## config.mk

```make
export PLATFORM = sky130hd
export DESIGN_NAME = rc4_encrypt_fsm
export DESIGN_NICKNAME = d
export VERILOG_FILES = /design/src/rtl/rc4_encrypt_fsm.sv
export SDC_FILE = /design/constraint.sdc
export NUM_CORES = 1
export LEC_CHECK = 0
export BUFFER_PORTS_ARGS = -buffer_cell sky130_fd_sc_hd__buf_2
export CAP_MARGIN = 10
export CELL_PAD_IN_SITES_DETAIL_PLACEMENT = 1
export CELL_PAD_IN_SITES_GLOBAL_PLACEMENT = 2
export CORE_UTILIZATION = 39
export CTS_CLUSTER_SIZE = 10
export DETAILED_ROUTE_END_ITERATION = 7
export PLACE_DENSITY = 0.85
export SLEW_MARGIN = 20
export SYNTH_ARGS = -nofsm -noshare
export SYNTH_HDL_FRONTEND = slang
export SYNTH_SLANG_ARGS = --single-unit
```

## constraint.sdc

```tcl
create_clock -name clk -period 4.3 [get_ports clk]
set_input_delay 0.43 -clock clk [delete_from_list [all_inputs] [get_ports clk]]
set_output_delay 0.43 -clock clk [all_outputs]
set_load 0.005 [all_outputs]
```

## src/rtl/rc4_encrypt_fsm.sv

```systemverilog
// RC4 encryptor with a fixed 24-bit key: builds S in the shared S RAM
// (init + KSA), then runs PRGA over the plaintext into the ciphertext RAM.
module rc4_encrypt_fsm #(
    parameter int MSG_LEN = 32,
    parameter int RD_WAIT = 2
) (
    input  logic        clk,
    input  logic        reset,
    input  logic        start,
    input  logic [23:0] key,
    output logic        busy,
    output logic        done,
    output logic [7:0]  s_addr,
    output logic [7:0]  s_wdata,
    output logic        s_wren,
    input  logic [7:0]  s_q,
    output logic [7:0]  pt_addr,
    input  logic [7:0]  pt_q,
    output logic [7:0]  ct_addr,
    output logic [7:0]  ct_wdata,
    output logic        ct_wren
);

    localparam int CW = (RD_WAIT < 1) ? 1 : $clog2(RD_WAIT + 1);
    localparam logic [CW-1:0] CNT_LAST = CW'(RD_WAIT);
    localparam logic [7:0] K_LAST = 8'(MSG_LEN - 1);

    typedef enum logic [3:0] {
        IDLE, INIT,
        K_RI, K_RJ, K_WI, K_WJ,
        P_RI, P_RJ, P_WI, P_WJ, P_RF, P_RP, P_WC
    } state_e;

    state_e state_q, state_d;
    logic [23:0] key_q, key_d;
    logic [7:0]  i_q, i_d, j_q, j_d, k_q, k_d;
    logic [7:0]  si_q, si_d, sj_q, sj_d, f_q, f_d, ct_q, ct_d;
    logic [1:0]  m_q, m_d;
    logic [CW-1:0] cnt_q, cnt_d;
    logic        done_q, done_d;
    logic [7:0]  kbyte;
    logic        rd_st, rd_last;

    // key byte selected by i mod 3, tracked by m
    always_comb begin
        kbyte = key_q[7:0];
        unique case (m_q)
            2'd0: kbyte = key_q[23:16];
            2'd1: kbyte = key_q[15:8];
            default: kbyte = key_q[7:0];
        endcase
    end

    assign rd_st = (state_q == K_RI) || (state_q == K_RJ) ||
                   (state_q == P_RI) || (state_q == P_RJ) ||
                   (state_q == P_RF) || (state_q == P_RP);
    assign rd_last = (cnt_q == CNT_LAST);

    // state register and datapath registers
    always_ff @(posedge clk or posedge reset) begin
        if (reset) begin
            state_q <= IDLE;
            key_q   <= '0;
            i_q     <= '0;
            j_q     <= '0;
            k_q     <= '0;
            m_q     <= '0;
            si_q    <= '0;
            sj_q    <= '0;
            f_q     <= '0;
            ct_q    <= '0;
            cnt_q   <= '0;
            done_q  <= 1'b0;
        end else begin
            state_q <= state_d;
            key_q   <= key_d;
            i_q     <= i_d;
            j_q     <= j_d;
            k_q     <= k_d;
            m_q     <= m_d;
            si_q    <= si_d;
            sj_q    <= sj_d;
            f_q     <= f_d;
            ct_q    <= ct_d;
            cnt_q   <= cnt_d;
            done_q  <= done_d;
        end
    end

    // next-state, RAM port arbitration and datapath updates
    always_comb begin
        state_d  = state_q;
        key_d    = key_q;
        i_d      = i_q;
        j_d      = j_q;
        k_d      = k_q;
        m_d      = m_q;
        si_d     = si_q;
        sj_d     = sj_q;
        f_d      = f_q;
        ct_d     = ct_q;
        cnt_d    = '0;
        done_d   = 1'b0;
        s_addr   = '0;
        s_wdata  = '0;
        s_wren   = 1'b0;
        pt_addr  = '0;
        ct_addr  = '0;
        ct_wdata = '0;
        ct_wren  = 1'b0;
        if (rd_st) begin
            cnt_d = rd_last ? '0 : cnt_q + 1'b1;
        end
        unique case (state_q)
            IDLE: begin
                if (start) begin
                    key_d   = key;
                    i_d     = '0;
                    j_d     = '0;
                    k_d     = '0;
                    m_d     = '0;
                    state_d = INIT;
                end
            end
            INIT: begin
                s_addr  = i_q;
                s_wdata = i_q;
                s_wren  = 1'b1;
                i_d     = i_q + 8'd1;
                if (i_q == 8'hFF) begin
                    j_d     = '0;
                    state_d = K_RI;
                end
            end
            K_RI: begin
                s_addr = i_q;
                if (rd_last) begin
                    si_d    = s_q;
                    j_d     = j_q + s_q + kbyte;
                    state_d = K_RJ;
                end
            end
            K_RJ: begin
                s_addr = j_q;
                if (rd_last) begin
                    sj_d    = s_q;
                    state_d = K_WI;
                end
            end
            K_WI: begin
                s_addr  = i_q;
                s_wdata = sj_q;
                s_wren  = 1'b1;
                state_d = K_WJ;
            end
            K_WJ: begin
                s_addr  = j_q;
                s_wdata = si_q;
                s_wren  = 1'b1;
                i_d     = i_q + 8'd1;
                m_d     = (m_q == 2'd2) ? 2'd0 : m_q + 2'd1;
                state_d = K_RI;
                if (i_q == 8'hFF) begin
                    i_d     = 8'd1;
                    j_d     = '0;
                    k_d     = '0;
                    state_d = P_RI;
                end
            end
            P_RI: begin
                s_addr = i_q;
                if (rd_last) begin
                    si_d    = s_q;
                    j_d     = j_q + s_q;
                    state_d = P_RJ;
                end
            end
            P_RJ: begin
                s_addr = j_q;
                if (rd_last) begin
                    sj_d    = s_q;
                    state_d = P_WI;
                end
            end
            P_WI: begin
                s_addr  = i_q;
                s_wdata = sj_q;
                s_wren  = 1'b1;
                state_d = P_WJ;
            end
            P_WJ: begin
                s_addr  = j_q;
                s_wdata = si_q;
                s_wren  = 1'b1;
                state_d = P_RF;
            end
            P_RF: begin
                s_addr = si_q + sj_q;
                if (rd_last) begin
                    f_d     = s_q;
                    state_d = P_RP;
                end
            end
            P_RP: begin
                pt_addr = k_q;
                if (rd_last) begin
                    ct_d    = f_q ^ pt_q;
                    state_d = P_WC;
                end
            end
            P_WC: begin
                ct_addr  = k_q;
                ct_wdata = ct_q;
                ct_wren  = 1'b1;
                if (k_q == K_LAST) begin
                    done_d  = 1'b1;
                    state_d = IDLE;
                end else begin
                    k_d     = k_q + 8'd1;
                    i_d     = i_q + 8'd1;
                    state_d = P_RI;
                end
            end
            default: state_d = IDLE;
        endcase
    end

    assign busy = (state_q != IDLE);
    assign done = done_q;

endmodule

```

==> reports/metrics.cfg <==
[status]
status = complete, no violations

[synthesis]
synth-edff-count = 0
synth_compound_area_frac = 0.144
synth_warnings = 0
synthMuxAreaShare = 0.120
synthTopCellsByArea = dfrtp_1 (40%), mux2_2 (9.6%), ha_1 (5.2%)
syn_area_mm2 = 0.00554
synth_most_common_cell = dfrtp_1
synth_xor_area_frac = 0.0490
syn_avg_cell_area_um2 = 9.97
synth_flop_cell = dfrtp_1
synth_nets = 625
synth_top_area_share = 0.402
synthArstFlopShare = 1.00
synthSimpleGateAreaFrac = 0.186
yosysUniqueCellTypes = 70
syn_inst = 556
synth_top_family_by_area = simple AND/OR/NAND/NOR gates
synth_top_cell_by_area = dfrtp_1
yosys-top-cells-count = dfrtp_1 (89), nand2_1 (48), mux2_2 (47)
ys_ff_latch = 89
ys_seq_area_frac = 0.402
synth_fa_ha_area_frac = 0.0628

[timing]
hold_viol = 0
maxSlewHeadroom = 0.348
drv_slew = 0
timing.final.crit_share = 0.776
max_freq_mhz = 300
rsz0062_at_grt = false
skew_ns = 0.00833
worst_slew_pin_slew_ns = 0.975
period_minus_slack_ns = 3.34
fin_setup_tns_ns = 0
setup_violations = 0

[pwr]
power_frac_seq = 0.397
clock_power_share = 0.318
vdd_ir_drop_max_mv = 0.262
combinationalPowerShare = 0.285
p_int_uw = 1610
p_sw_uw = 780
power.density_mw_per_mm2 = 376
leakagePower_uw = 0.00294
sw_frac_of_total = 0.327
total_power_uw = 2390

[flow_run]
cap_violations = 0

[drt]
drtPass1Iterations = 5
drtIter0Drc = 253
final_antenna_net_count = 0
wl_per_cell_um = 18.1
vias = 4429
vias_per_cell = 5.45
wl_um = 14700
drc_errors = 0

[clocking]
ctsResizeCount = 0
clk_latency_ns = 0.35
cts_root_buf = clkbuf_16
post_cts_buffers = 0
clock-sinks = 89
clk_path_buf_depth = 2
cts-buffers-inserted = 9
ctsHoldBuffers = 0
clk_pin_slew_worst_paths_ns = 0.07
htree_levels = 3
cts_tree = done

[floorplan]
die_area_mm2 = 0.0147
die_w_um = 121
die_y_um = 121
core_mm2 = 0.0139
io_pins = 87
num_rows = 43
initial_core_util = 0.399

[worst_setup_path]
r2r_start = j_q[0]
required_ns = 3.87
critPathLaunchType = flip-flop
cp_max_fo = 23
arrival_ns = 2.91
crit_path_end_kind = output port
critical_path_class = reg -> out
startpoint = state_q[0]

[place]
dp_cells = 798
gp_congestion = 0.822
hpwl_um = 11300
placed_area_mm2 = 0.00607
portBuffers = 86

[grt]
grt_pass1_wl_um = 24600
grt.total_usage = 0.219
grt_pass1_vias = 4693
overflow = 0
grt_max_degree = 57
antenna_found_initial = 0

[cells_and_area]
design_area_mm2 = 0.00635
drive_gt1_frac = 0.278
antenna_cells = 0
area_delta_synth_final_pct = 14.5
final_cells = 813
final_nets = 698

[hold_path]
hp-class = in -> async

-- power groups by stage --
stage | Clock [µW] | Sequential (µW) | Combinational, µW
after CTS | 782 | 946 | 688
after floorplan | 0 | 932 | 503
after detailed placement | 0 | 961 | 674
after global placement | 0 | 957 | 646
final | 759 | 947 | 682
after global routing | 817 | 953 | 768
-- cells by family after synthesis --
family	Yosys count
simple gates	188
mux	60
flops	89
xor+xnor	31
buf+inv	44
fa+ha+maj	26
compound gates	118
-- worst max-delay path, cell delays in order (launching register included) --
cell and delay, ns:
dfrtp_1 0.83, nand2b_1 0.35, nor3_2 0.57, o21bai_2 0.34, a22oi_1 0.15, o21ai_0 0.14
buf_2 0.17
-- layer usage --
metal | wire, µm | up-vias | track usage
met3 | 636 | 16 | 0.0536
met1 | 6350 | 2208 | 0.274
met4 | 219 | 0 | 0.0563
met5 | 0 | - | 0
met2 | 7530 | 79 | 0.377
li1 | - | 2126 | -
-- worst paths after layout --
kind | to | slack, ns | cells past startpoint
setup / recovery | s_addr[3] | 0.96 | 6
min in group clk | key_q[1] | 0.31 | 2
hold reg to reg | cnt_q[0] | 0.49 | 1
hold / removal | key_q[20] | 0.20 | 2
max in group asynchronous | i_q[4] | 3.19 | 3
setup reg to reg | j_q[7] | 1.11 | 14
-- final cells by class --
class,count,area [µm²]
clock buffer,9,225
clock inverter,6,51.3
tap,180,225
inverter,19,73.8
sequential,89,2230
fill,1596,7530
timing repair buffer,87,438
multi-input combinational,423,3110
-- metrics by stage --
step                utilization  hold slack (ns)  setup slack [ns]
floorplan                     -            0.448              1.33
global placement          0.437            0.465              1.06
detailed placement        0.437            0.485             0.976
CTS                       0.457            0.295             0.985
global route              0.457            0.256             0.761
finish                    0.457            0.195             0.964
-- cell usage in the layout (no fill, tap or decap), drive strengths merged, types with 6 or more instances in the layout --
master and instances:
a21oi 29, a22oi 19, and2 26, buf 87
clkbuf 9, dfrtp 89, ha 23, inv 23
mux2 50, mux2i 10, nand2 49, nand2b 12
nand3 6, nand4 7, nor2 39, nor2b 6
nor3 14, o21ai 32, or3 8, xnor2 20
xor2 11
-- flip-flops by register name, summed over array words and instances, names as in the netlist --
| signal | flops |
|---|---|
| i_q | 8 |
| state_q | 4 |
| ct_q | 8 |
| m_q | 2 |
| done | 1 |
| j_q | 8 |
| f_q | 8 |
| k_q | 8 |
| si_q | 8 |
| cnt_q | 2 |
| sj_q | 8 |
| key_q | 24 |
Power figures use the tool's default switching activity.
